<file path="src/rtl/ws2812_multi_tx.sv">
// ws2812_multi_tx
//   Multi-channel WS2812 serializer. CHANNELS strings are driven in lockstep
//   from one shared bit/phase sequencer; each channel only contributes its own
//   data bit to the pulse-width decision. Upstream feeds a valid/ready stream
//   through a one-item holding buffer so consecutive words are contiguous.
//   A latch (strip reset: RESET_CYCLES of low) is requested in-band.
//
// Ports
//   clk       clock
//   reset     synchronous active-low reset
//   in_data   CHANNELS*WORD_WIDTH; channel c at [c*WORD_WIDTH +: WORD_WIDTH]
//   in_latch  1 = latch request (in_data ignored), 0 = data word
//   in_valid  upstream item valid
//   in_ready  holding buffer empty (0 while reset is asserted)
//   dout      registered encoded serial outputs, one per channel
//   busy      buffer occupied or sequencer not idle

// Per-channel pulse decision for the slot the sequencer is about to show.
module ws2812_lane #(
    parameter int WORD_WIDTH = 24,
    parameter int T0H        = 1,
    parameter int T1H        = 3,
    parameter int MSB_FIRST  = 1,
    parameter int BW         = 5,
    parameter int PW         = 3
) (
    input  logic [WORD_WIDTH-1:0] word,
    input  logic [BW-1:0]         bit_idx,
    input  logic [PW-1:0]         phase,
    input  logic                  en,
    output logic                  level
);
    logic [BW-1:0] sel_idx;
    logic          cur;

    always_comb begin
        sel_idx = (MSB_FIRST != 0) ? BW'(WORD_WIDTH - 1) - bit_idx : bit_idx;
        cur     = word[sel_idx];
        level   = en && (phase < (cur ? PW'(T1H) : PW'(T0H)));
    end
endmodule

module ws2812_multi_tx #(
    parameter int CHANNELS     = 2,
    parameter int WORD_WIDTH   = 24,
    parameter int BIT_CYCLES   = 5,
    parameter int T0H          = 1,
    parameter int T1H          = 3,
    parameter int RESET_CYCLES = 20,
    parameter int MSB_FIRST    = 1
) (
    input  logic                           clk,
    input  logic                           reset,
    input  logic [CHANNELS*WORD_WIDTH-1:0] in_data,
    input  logic                           in_latch,
    input  logic                           in_valid,
    output logic                           in_ready,
    output logic [CHANNELS-1:0]            dout,
    output logic                           busy
);
    localparam int BW = (WORD_WIDTH > 1) ? $clog2(WORD_WIDTH) : 1;
    localparam int PW = $clog2(BIT_CYCLES);
    localparam int LW = (RESET_CYCLES > 1) ? $clog2(RESET_CYCLES) : 1;

    typedef enum logic [1:0] {IDLE, DATA, LATCH} state_t;

    state_t                               state_q, state_n;
    logic                                 buf_valid, buf_latch;
    logic [CHANNELS-1:0][WORD_WIDTH-1:0]  buf_data;
    logic [CHANNELS-1:0][WORD_WIDTH-1:0]  word_q, word_n;
    logic [BW-1:0]                        bit_q, bit_n;
    logic [PW-1:0]                        phase_q, phase_n;
    logic [LW-1:0]                        lat_q, lat_n;
    logic                                 load, accept, last_word, last_lat;
    logic [CHANNELS-1:0]                  lane_level;

    // Gated by reset so the stream stalls while reset is held.
    assign in_ready = reset && !buf_valid;
    assign busy     = reset && (buf_valid || state_q != IDLE);
    assign accept   = in_valid && in_ready;

    always_comb begin
        state_n   = state_q;
        word_n    = word_q;
        bit_n     = bit_q;
        phase_n   = phase_q;
        lat_n     = lat_q;
        load      = 1'b0;
        last_word = (phase_q == PW'(BIT_CYCLES - 1)) && (bit_q == BW'(WORD_WIDTH - 1));
        last_lat  = (lat_q == LW'(RESET_CYCLES - 1));

        case (state_q)
            IDLE: load = buf_valid;
            DATA: begin
                if (last_word) begin
                    load = buf_valid;
                    if (!buf_valid) state_n = IDLE;
                end else if (phase_q == PW'(BIT_CYCLES - 1)) begin
                    phase_n = '0;
                    bit_n   = bit_q + 1'b1;
                end else begin
                    phase_n = phase_q + 1'b1;
                end
            end
            LATCH: begin
                if (last_lat) begin
                    load = buf_valid;
                    if (!buf_valid) state_n = IDLE;
                end else begin
                    lat_n = lat_q + 1'b1;
                end
            end
            default: state_n = IDLE;
        endcase

        if (load) begin
            if (buf_latch) begin
                state_n = LATCH;
                lat_n   = '0;
            end else begin
                state_n = DATA;
                word_n  = buf_data;
                bit_n   = '0;
                phase_n = '0;
            end
        end
    end

    // Lanes evaluate the *next* slot position so the registered dout lines up
    // with the sequencer state rather than trailing it by a cycle.
    for (genvar c = 0; c < CHANNELS; c++) begin : g_lane
        ws2812_lane #(
            .WORD_WIDTH (WORD_WIDTH),
            .T0H        (T0H),
            .T1H        (T1H),
            .MSB_FIRST  (MSB_FIRST),
            .BW         (BW),
            .PW         (PW)
        ) u_lane (
            .word    (word_n[c]),
            .bit_idx (bit_n),
            .phase   (phase_n),
            .en      (state_n == DATA),
            .level   (lane_level[c])
        );
    end

    always_ff @(posedge clk) begin
        if (!reset) begin
            state_q   <= IDLE;
            buf_valid <= 1'b0;
            buf_latch <= 1'b0;
            buf_data  <= '0;
            word_q    <= '0;
            bit_q     <= '0;
            phase_q   <= '0;
            lat_q     <= '0;
            dout      <= '0;
        end else begin
            state_q <= state_n;
            word_q  <= word_n;
            bit_q   <= bit_n;
            phase_q <= phase_n;
            lat_q   <= lat_n;
            dout    <= lane_level;
            // load needs a full buffer and accept an empty one: never both
            if (load) begin
                buf_valid <= 1'b0;
            end else if (accept) begin
                buf_valid <= 1'b1;
                buf_latch <= in_latch;
                buf_data  <= in_data;
            end
        end
    end
endmodule

</file>
<file path="config.mk">
export PLATFORM = sky130hd
export DESIGN_NAME = ws2812_multi_tx
export DESIGN_NICKNAME = d
export VERILOG_FILES = /design/src/rtl/ws2812_multi_tx.sv
export SDC_FILE = /design/constraint.sdc
export NUM_CORES = 1
export LEC_CHECK = 0
export CAP_MARGIN = 40
export CORE_MARGIN = 1
export CORE_UTILIZATION = 36
export DETAILED_ROUTE_END_ITERATION = 16
export DONT_BUFFER_PORTS = 1
export SETUP_SLACK_MARGIN = 0.02
export SYNTH_ARGS = -nofsm -noshare
export SYNTH_HDL_FRONTEND = slang
export SYNTH_SLANG_ARGS = --single-unit
</file>
<file path="constraint.sdc">
create_clock -name clk -period 5.5 [get_ports clk]
set_input_delay 0.825 -clock clk [delete_from_list [all_inputs] [get_ports clk]]
set_output_delay 0.825 -clock clk [all_outputs]
set_load 0.03 [all_outputs]
</file>
Word-level counts from Yosys, hierarchy flattened
Cells that the tools add are included.
{"block": "totals", "ff_bits": 115, "input_bits": 52, "output_inout_bits": 4, "wordCells": 69}
{"block": "op_classes", "n_addsub": 4, "order_cmp": 3, "n_eq_ne": 6, "n_mux": 31, "n_bitwise": 2, "reduce_logical": 12}
{"cell": "48-bit two-way mux", "n": 2}
{"cell": "5-bit two-way mux", "n": 9}
{"cell": "3-bit two-way mux", "n": 5}
{"cell": "2-bit two-way mux", "n": 7}
{"cell": "5-bit by 1-bit adder with 5-bit output (second input constant)", "n": 2}
{"cell": "1-bit binary-select mux with 5-bit select", "n": 2}
{"cell": "5-bit equality test (second input constant)", "n": 2}
{"cell": "1-bit logical AND", "n": 6}
{"cell": "3-bit < comparator", "n": 2}
{"cell": "5-bit by 6-bit < comparator with 1-bit output (second input constant)", "n": 1}
{"cell": "2-bit one-hot mux with 3 select lines", "n": 1}
{"cell": "5-bit subtractor (first input constant)", "n": 1}
{"cell": "2-bit by 1-bit equality test with 1-bit output (second input constant)", "n": 2}
{"cell": "1-bit two-way mux", "n": 4}
{"cell": "3-bit by 1-bit adder with 3-bit output (second input constant)", "n": 1}
{"cell": "3-bit equality test (second input constant)", "n": 1}
{"cell": "1-bit one-hot mux with 3 select lines", "n": 1}
{"cell": "2-bit equality test (second input constant)", "n": 1}
{"cell": "2-bit logical NOT", "n": 1}
{"cell": "1-bit NOT", "n": 2}
{"cell": "2-bit AND reduction", "n": 1}
{"cell": "2-bit nonzero test", "n": 1}
{"cell": "2-bit OR reduction", "n": 1}
{"cell": "1-bit logical NOT", "n": 1}
{"cell": "1-bit logical OR", "n": 1}

Depth between registers and ports, before layout
Gate-level depths: netlist (run 1).
{"block": "depth", "word_depth": 12, "mapped_depth": 12, "mapped_depth_nobuf": 10}

By module
From an unflattened synthesis (run 1), not the netlist that was laid out.
{"block": "unflattened", "cells_unflattened": 645, "area_unflattened_um2": 5831.8}
{"mod": "ws2812_multi_tx", "n_inst": 1, "cells_per_inst": 599, "area_per_inst_um2": 5306.3, "seq_area_each_um2": 2302.2}
{"mod": "ws2812_lane", "n_inst": 2, "cells_per_inst": 23, "area_per_inst_um2": 262.8, "seq_area_each_um2": 0.0}

Worst setup path before layout (run 1)
OpenSTA, ideal clock, no wires.
{"block": "synth_timing", "kind": "register to register", "start": "reg bit_q[1]", "end": "reg dout[1]", "setup_time_ps": 86, "t_arrival_ps": 2918, "required_time_ps": 5414, "path_slack_ps": 2497, "path_stages_with_launch": 10, "path_buffers": 0, "period_less_slack_ps": 3003, "path_cell_list": "dfxtp_1 > ha_1 > nand4b_4 > or4_4 > a211oi_4 > nor2_2 > o311a_1 > o32a_1 > ha_1 > a211oi_1"}
{"block": "synth_between", "elab_chain_len": 12, "elab_cells_between_ends": 25, "cone_classes": "add/sub (2); order compare (1); eq/ne (2); mux (18); reduce/logical (2)"}
{"element": "start, declared", "line_no": "71", "source": "logic [BW-1:0] bit_q, bit_n;"}
{"element": "start signal, assigned", "line_no": "162", "source": "bit_q <= bit_n;"}
{"element": "5-bit by 1-bit adder with 5-bit output / 5-bit equality test (equally long branches)", "line_no": "100, 89"}
{"element": "5-bit two-way mux / 1-bit logical AND (equally long branches)", "line_no": "98, 89"}
{"element": "5-bit two-way mux", "line_no": "95", "source": "if (last_word) begin"}
{"element": "5-bit two-way mux", "line_no": "92", "source": "case (state_q)"}
{"element": "5-bit two-way mux", "line_no": "117", "source": "if (buf_latch) begin"}
{"element": "5-bit two-way mux", "line_no": "116", "source": "if (load) begin"}
{"element": "5-bit subtractor", "line_no": "37", "source": "sel_idx = (MSB_FIRST != 0) ? BW'(WORD_WIDTH - 1) - bit_idx : bit_idx;"}
{"element": "1-bit binary-select mux with 5-bit select", "line_no": "38", "source": "cur = word[sel_idx];"}
{"element": "1-bit two-way mux (implied by the code)", "line_no": "38"}
{"element": "2-bit two-way mux", "line_no": "39", "source": "level = en && (phase < (cur ? PW'(T1H) : PW'(T0H)));"}
{"element": "3-bit < comparator", "line_no": "39"}
{"element": "1-bit logical AND *", "line_no": "39"}
{"element": "end signal, assigned", "line_no": "165", "source": "dout <= lane_level;"}
{"element": "end, declared", "line_no": "58", "source": "output logic [CHANNELS-1:0] dout,"}
Mark *: on every way between the ends. The rest lies on a longest branch, timed or not. The select of a mux whose other input is x is not followed.
A chain may end at the register's enable or synchronous reset.

Worst setup path in the final report (run 1)
{"block": "layout_timing", "start": "reg bit_q[1]", "end": "reg dout[0]"}
The elaborated chain is that of the path after synthesis.

==> results of run 1 <==
-- cell families (layout without fill, tap and decap cells) --
group                      after synthesis  count (layout)  share of synthesized area (%)
AOI/OAI and AO/OA                      170             170                          21.64
xor gates and xnor gates                 5               5                         0.8189
adders and majority gates               10              10                          2.340
buffers and inverters                   55              48                          4.235
DFF                                    115             115                          43.05
muxes                                   21              21                          4.399
and+or+nand+nor                        291             291                          23.51
-- cell usage in the layout (no fill, tap or decap), drive strengths merged, types with 5 or more instances in the layout --
cell type,n
nand2,212
a2111oi,5
a211oi,7
clkbuf,23
nor2b,5
a21boi,51
mux2i,19
o21ai,61
buf,7
and3,11
nand3,7
and2,7
a21oi,8
nand4,7
nor2,25
ha,10
inv,8
dfxtp,115
-- area by class of cell --
cell class | instances | area, um^2
multi-input cells | 497 | 2821
clock inverters | 9 | 150.1
clock buffers | 23 | 488.0
inverters | 9 | 33.78
repair buffers | 7 | 68.82
fillers | 1458 | 8439
well taps | 184 | 230.2
flip-flops and latches | 115 | 2302
-- worst reg2reg max path, delay by kind of cell, from the launching register on --
kind            cells  cell delay, ns
compound gates      4            1.48
simple gates        3            0.91
flops               1            0.70
fa+ha+maj           2            0.69
buf+inv             1            0.41
-- metrics by stage --
step                cell area [um^2]  hold WS (ns)  util [%]  setup WS, ns  total power (uW)
finish                          6095        0.4511     41.93         1.204              2218
global route                    6095        0.4729     41.93        0.8893              2305
CTS                             6095        0.4521     41.93         1.189              2244
detailed placement              5456        0.4440     37.54         1.191              1060
global placement                5425        0.4474     37.33         1.359              1050
floorplan                       5348        0.4306         -         2.497              1031
-- report_power, final --
part	leakage, uW	internal [uW]	switching (uW)
Clock	0.000309	802	375
Combinational	0.000930	49.4	81.2
Sequential	0.000938	878	31.6
-- metal layers --
metal | up-vias | wire length, um | track usage [%]
li1 | 2268 | - | -
met1 | 2114 | 5875 | 22.01
met2 | 87 | 6033 | 29.38
met3 | 27 | 682 | 5.311
met4 | 0 | 363 | 10.09
met5 | - | 0 | 0
-- state kept, by name (all words and copies together), names as in the netlist --
name / count
bit_q: 5
buf_data: 48
state_q: 2
lat_q: 5
buf_valid: 1
dout: 2
buf_latch: 1
word_q: 48
phase_q: 3
-- how the worst max path moves through the flow --
| stage | cells past startpoint | endpoint | slack (ns) |
|---|---|---|---|
| floorplan | 9 | dout[1] | 2.50 |
| global placement | 10 | dout[0] | 1.36 |
| detailed placement | 10 | dout[0] | 1.19 |
| CTS | 10 | dout[0] | 1.19 |
| global route | 10 | dout[0] | 0.89 |
| finish | 10 | dout[0] | 1.20 |
==> impl_metrics.sql, run 1 <==
INSERT INTO impl_metrics (metric_group, metric, value, unit) VALUES
('yosys', 'synth_largest_type_area_fraction', '43.05', '%'),
('worst_setup_path', 'worstReg2RegStart', 'bit_q[1]', ''),
('clock_network', 'resize_count_post_cts', '0', ''),
('clock_network', 'max-clock-path-buffers', '2', ''),
('clock_network', 'ctsHtreeMaxLevel', '4', ''),
('route', 'drt_pre_antenna_iters', '5', ''),
('global_route', 'grt.total_usage', '18.34', '%'),
('timing', 'finalCritPeriodShare', '78.12', '%'),
('timing', 'layout_min_cycle_time', '4.296', 'ns'),
('clock_network', 'cts_hold_repair.buffers', '0', ''),
('yosys', 'synth_fp_nets', '729', ''),
('timing', 'slew_headroom', '38.99', '%'),
('hold_path', 'whs_endpoint', 'word_q[15]', ''),
('yosys', 'synth-seq-cells', '115', ''),
('clock_network', 'clock_sink_count', '115', ''),
('worst_setup_path', 'crit_path_cell_trace', 'ha_1 > nand4b_4 > or4_4 > a211oi_4 > buf_4 > nor3b_1 > a211o_1 > a32oi_1 > ha_1 > a211oi_1', ''),
('clock_network', 'cts_buffers', '17', ''),
('global_route', 'grt_max_degree', '111', ''),
('clock_network', 'path_clk_slew', '0.05', 'ns'),
('timing', 'worstMarginPinSlew', '0.9122', 'ns'),
('floorplanning', 'die-width', '123.9', 'um'),
('global_route', 'first_global_vias', '4361', ''),
('worst_setup_path', 'critical-path-max-stage-delay', '0.80', 'ns'),
('global_route', 'globalRouteOverflowTotal', '0', ''),
('floorplanning', 'die_y', '123.9', 'um'),
('finish', 'layout.cells.non_filler', '844', ''),
('clock_network', 'tritoncts', 'built', ''),
('worst_setup_path', 'cpLargestDelayFamily', 'compound AO/OA/AOI/OAI gates', ''),
('pwr', 'powerDensity', '363.8', 'mW/mm^2'),
('worst_setup_path', 'timing.critical_path.arrival', '4.62', 'ns'),
('worst_setup_path', 'crit_start', 'bit_q[1]', ''),
('route', 'route.detailed.drc', '0', ''),
('finish', 'area_overhead_vs_synth', '13.97', '%'),
('yosys', 'synth_seq_area_share', '43.05', '%'),
('status', 'status', 'completed', ''),
('worst_setup_path', 'reg2reg_setup_slack', '1.20', 'ns'),
('place', 'dp_cells', '812', ''),
('yosys', 'yosysTopAreaCell', 'sky130_fd_sc_hd__dfxtp_1', ''),
('global_route', 'antenna_found_initial', '0', ''),
('clock_network', 'clkLatencyLatePin', '0.43', 'ns'),
('timing', 'timing_max_transition_violations_final', '0', ''),
('yosys', 'synthCells', '667', ''),
('pwr', 'vdd_ir_drop_max', '0.0002207', 'V'),
('worst_setup_path', 'rr_worst_depth', '10', ''),
('route', 'post_route_ant_nets', '0', ''),
('floorplanning', 'initial_utilization', '36.79', '%'),
('floorplanning', 'floorplan.core_area', '0.01453', 'mm^2'),
('hold_path', 'hold_start', 'word_q[15]', ''),
('yosys', 'postSynth.topFlopCell', 'sky130_fd_sc_hd__dfxtp_1', ''),
('worst_setup_path', 'worstSetupEndpointType', 'flip-flop', ''),
('place', 'gpl_wtd_cong', '0.8528', ''),
('timing', 'finalSetupViolations', '0', ''),
('route', 'drt_iter0_markers', '225', ''),
('yosys', 'syn-cell-area', '0.005348', 'mm^2'),
('route', 'via_count', '4496', ''),
('yosys', 'synth-edff-count', '0', ''),
('route', 'post_drt_wl_per_cell', '15.35', 'um'),
('global_route', 'wire_length_of_the_first_global_routing_pass', '21.20', 'mm'),
('pwr', 'p_leak', '0.002176', 'uW'),
('worst_setup_path', 'crit_buf_inv', '1', ''),
('place', 'dp_hpwl', '9.062', 'mm'),
('yosys', 'synthesis.area_per_instance', '8.017', 'um^2'),
('timing', 'setup-tns-final', '0', 'ns'),
('worst_setup_path', 'regToRegEndpoint', 'dout[0]', ''),
('yosys', 'synth.distinct_cells', '63', ''),
('yosys', 'library_cell_with_the_highest_instance_count_after_synthesis', 'sky130_fd_sc_hd__nand2_1', ''),
('yosys', 'yosysWarningCount', '0', ''),
('worst_setup_path', 'critPathMostFrequentCell', 'sky130_fd_sc_hd__ha_1', ''),
('timing', 'final_hold_viol_count', '0', ''),
('timing', 'clock_skew', '0.008284', 'ns'),
('worst_setup_path', 'crit_path_max_fanout', '25', '');
Note: power is estimated with default switching activity, not from simulation.
==> run 2: changes to the inputs <==
==> constraint.sdc (replaced) <==
create_clock -name clk -period 4.3 [get_ports clk]
set_input_delay 0.645 -clock clk [delete_from_list [all_inputs] [get_ports clk]]
set_output_delay 0.645 -clock clk [all_outputs]
set_load 0.03 [all_outputs]
==> run 2 against run 1 <==
Against the previous run:
- combinational power up 24%
- via count down 1.4%
- first-iteration DRC count rose by 8.0%
- total power grew 27%
- maximum frequency grew 14%
- sequential power grew 27%
- hold slack got worse by 0.11 ns
- worst setup slack got worse by 0.67 ns
- critical path depth stayed put
- non-clock buffer count is the same
- flip-flop and latch count is the same
- critical path type unchanged
==> impl_metrics.sql, run 2 (synthesis gave the netlist of run 1 again) <==
INSERT INTO impl_metrics (metric_group, metric, value, unit) VALUES
('status', 'status', 'completed', ''),
('clock_network', 'resize_count_post_cts', '0', ''),
('clock_network', 'cts_buffers', '17', ''),
('place', 'dp_hpwl', '8.950', 'mm'),
('worst_setup_path', 'critical_path.startpoint_type', 'flip-flop', ''),
('route', 'drt_iter0_markers', '243', ''),
('global_route', 'antenna_found_initial', '0', ''),
('global_route', 'wire_length_of_the_first_global_routing_pass', '21.29', 'mm'),
('finish', 'reg.largest.list', 'buf_data x48, word_q x48', ''),
('finish', 'area_overhead_vs_synth', '13.64', '%'),
('finish', 'post_route_cells_drive_above_1_share', '6.818', '%'),
('hold_path', 'min_path_type', 'in2reg', ''),
('clock_network', 'ctsHtreeMaxLevel', '4', ''),
('finish', 'fillers', '1486', ''),
('finish', 'mostFrequentLayoutCells', 'sky130_fd_sc_hd__nand2_1, sky130_fd_sc_hd__dfxtp_1, sky130_fd_sc_hd__o21ai_0, sky130_fd_sc_hd__a21boi_1, sky130_fd_sc_hd__nor2_1', ''),
('route', 'route.detailed.drc', '0', ''),
('worst_setup_path', 'regToRegEndpoint', 'dout[1]', ''),
('floorplanning', 'total_die_area', '0.01535', 'mm^2'),
('timing', 'clock.fmax', '265.8', 'MHz'),
('timing', 'setup-tns-final', '0', 'ns'),
('clock_network', 'max-clock-path-buffers', '2', ''),
('finish', 'finalNetCount', '709', ''),
('worst_setup_path', 'timing.critical_path.arrival', '4.08', 'ns'),
('floorplanning', 'rows', '44', ''),
('hold_path', 'min_path_cells', '2', ''),
('finish', 'antennaDiodeCount', '0', ''),
('route', 'drt_pre_antenna_iters', '4', ''),
('clock_network', 'clock_sink_count', '115', ''),
('worst_setup_path', 'worstSetupEndpointType', 'flip-flop', ''),
('worst_setup_path', 'reg2reg_setup_slack', '0.54', 'ns'),
('floorplanning', 'die-width', '123.9', 'um'),
('clock_network', 'path_clk_slew', '0.05', 'ns'),
('route', 'via_count', '4434', ''),
('pwr', 'vdd_ir_drop_max', '0.0002606', 'V'),
('floorplanning', 'num_io_pins', '56', ''),
('worst_setup_path', 'timing_worst_setup_path_type', 'reg2reg', ''),
('timing', 'clock_skew', '0.007121', 'ns'),
('route', 'post_route_ant_nets', '0', ''),
('timing', 'timing_max_transition_violations_final', '0', ''),
('global_route', 'first_global_vias', '4382', ''),
('floorplanning', 'floorplan.core_area', '0.01453', 'mm^2'),
('timing', 'slew_headroom', '51.89', '%'),
('timing', 'finalCritPeriodShare', '87.48', '%'),
('route', 'post_drt_wl_per_cell', '15.06', 'um'),
('floorplanning', 'initial_utilization', '36.79', '%'),
('timing', 'finalSetupViolations', '0', ''),
('place', 'dp_worst_setup_slack', '0.5628', 'ns'),
('pwr', 'powerDensity', '464.9', 'mW/mm^2'),
('place', 'gpl_wtd_cong', '0.9047', ''),
('worst_setup_path', 'critical_path_required', '4.62', 'ns'),
('worst_setup_path', 'crit_path_max_fanout', '28', ''),
('clock_network', 'root_buffer_selected_by_cts', 'sky130_fd_sc_hd__clkbuf_16', ''),
('finish', 'final_common_cell', 'sky130_fd_sc_hd__nand2_1', ''),
('timing', 'worstMarginPinSlew', '0.7190', 'ns'),
('timing', 'fin_ws', '0.5384', 'ns'),
('hold_path', 'whs_endpoint', 'buf_data[15]', ''),
('place', 'port_buffers', '0', ''),
('worst_setup_path', 'worstReg2RegStart', 'bit_q[1]', ''),
('global_route', 'globalRouteOverflowTotal', '0', ''),
('floorplanning', 'die_y', '123.9', 'um'),
('timing', 'grt_setup_unrepaired', 'false', ''),
('global_route', 'grt.total_usage', '18.09', '%'),
('clock_network', 'post-cts-setup-buffer-count', '0', ''),
('route', 'average_via_count_per_standard_cell', '5.254', ''),
('clock_network', 'clkLatencyLatePin', '0.41', 'ns'),
('hold_path', 'hold_start', 'in_data[15]', ''),
('clock_network', 'tritoncts', 'built', ''),
('global_route', 'grt_max_degree', '111', ''),
('worst_setup_path', 'rr_worst_depth', '10', ''),
('pwr', 'p_leak', '0.002170', 'uW'),
('timing', 'final_hold_viol_count', '0', ''),
('timing', 'layout_min_cycle_time', '3.762', 'ns'),
('clock_network', 'cts_hold_repair.buffers', '0', ''),
('job', 'drv.max_cap_violation_count', '0', ''),
('route', 'routed_wl', '12.71', 'mm'),
('worst_setup_path', 'crit_start', 'bit_q[1]', '');
## run 2: cell types whose count changed in the layout (fill, tap and decap cells not counted)
cell / change
sky130_fd_sc_hd__a211o_1: +1
sky130_fd_sc_hd__a211o_2: -1
sky130_fd_sc_hd__buf_1: -1
sky130_fd_sc_hd__buf_16: -1
sky130_fd_sc_hd__buf_4: +2
## run 2: layout make-up
cell class / instances / area, um^2 / area share, %
Clock buffer: 23 / 488.0 / 8.030
Clock inverter: 9 / 150.1 / 2.471
Inverter: 9 / 33.78 / 0.5559
Multi-Input combinational cell: 497 / 2820 / 46.41
Sequential cell: 115 / 2302 / 37.88
Tap cell: 184 / 230.2 / 3.788
Timing Repair Buffer: 7 / 52.55 / 0.8647
## run 2: critical path, cell delays in order (launching register included)
cell	delay (ns)
sky130_fd_sc_hd__dfxtp_1	0.68
sky130_fd_sc_hd__ha_1	0.44
sky130_fd_sc_hd__nand4b_4	0.23
sky130_fd_sc_hd__or4_4	0.58
sky130_fd_sc_hd__a211oi_4	0.31
sky130_fd_sc_hd__buf_4	0.35
sky130_fd_sc_hd__nor2_1	0.15
sky130_fd_sc_hd__o311a_1	0.14
sky130_fd_sc_hd__o32a_1	0.30
sky130_fd_sc_hd__ha_1	0.28
sky130_fd_sc_hd__a211oi_1	0.22
## run 2: how the worst max path moves through the flow
stage          cells after the start  slack [ns]      end
3_5_place_dp                      10        0.56  dout[0]
5_1_grt                           10        0.32  dout[1]
4_1_cts                           10        0.55  dout[0]
2_1_floorplan                      9        1.30  dout[1]
3_3_place_gp                      10        0.63  dout[0]
6_report                          10        0.54  dout[1]
## run 2: report_power, final
group	internal, uW	switching (uW)	total (uW)
Combinational	58.7	104	162
Clock	1030	473	1500
Sequential	1120	40.4	1160
## run 2: stage by stage
stage          utilization (%)  instance area, um^2  instances  hold WS [ns]  total power (uW)
4_1_cts                  41.81                 6077        844        0.3308              2857
6_report                 41.81                 6077        844        0.3458              2825
2_1_floorplan                -                 5348        667        0.4306              1319
5_1_grt                  41.81                 6077        844        0.3388              2944
3_5_place_dp             37.42                 5439        812        0.4467              1350
3_3_place_gp             37.42                 5439        812        0.4426              1344
## run 2: layer usage
metal	GRT usage [%]	vias to the layer above	wire, um
li1	-	2265	-
met1	21.83	2078	6005
met2	29.86	76	5964
met3	5.769	15	516
met4	6.777	0	223
met5	0	-	0
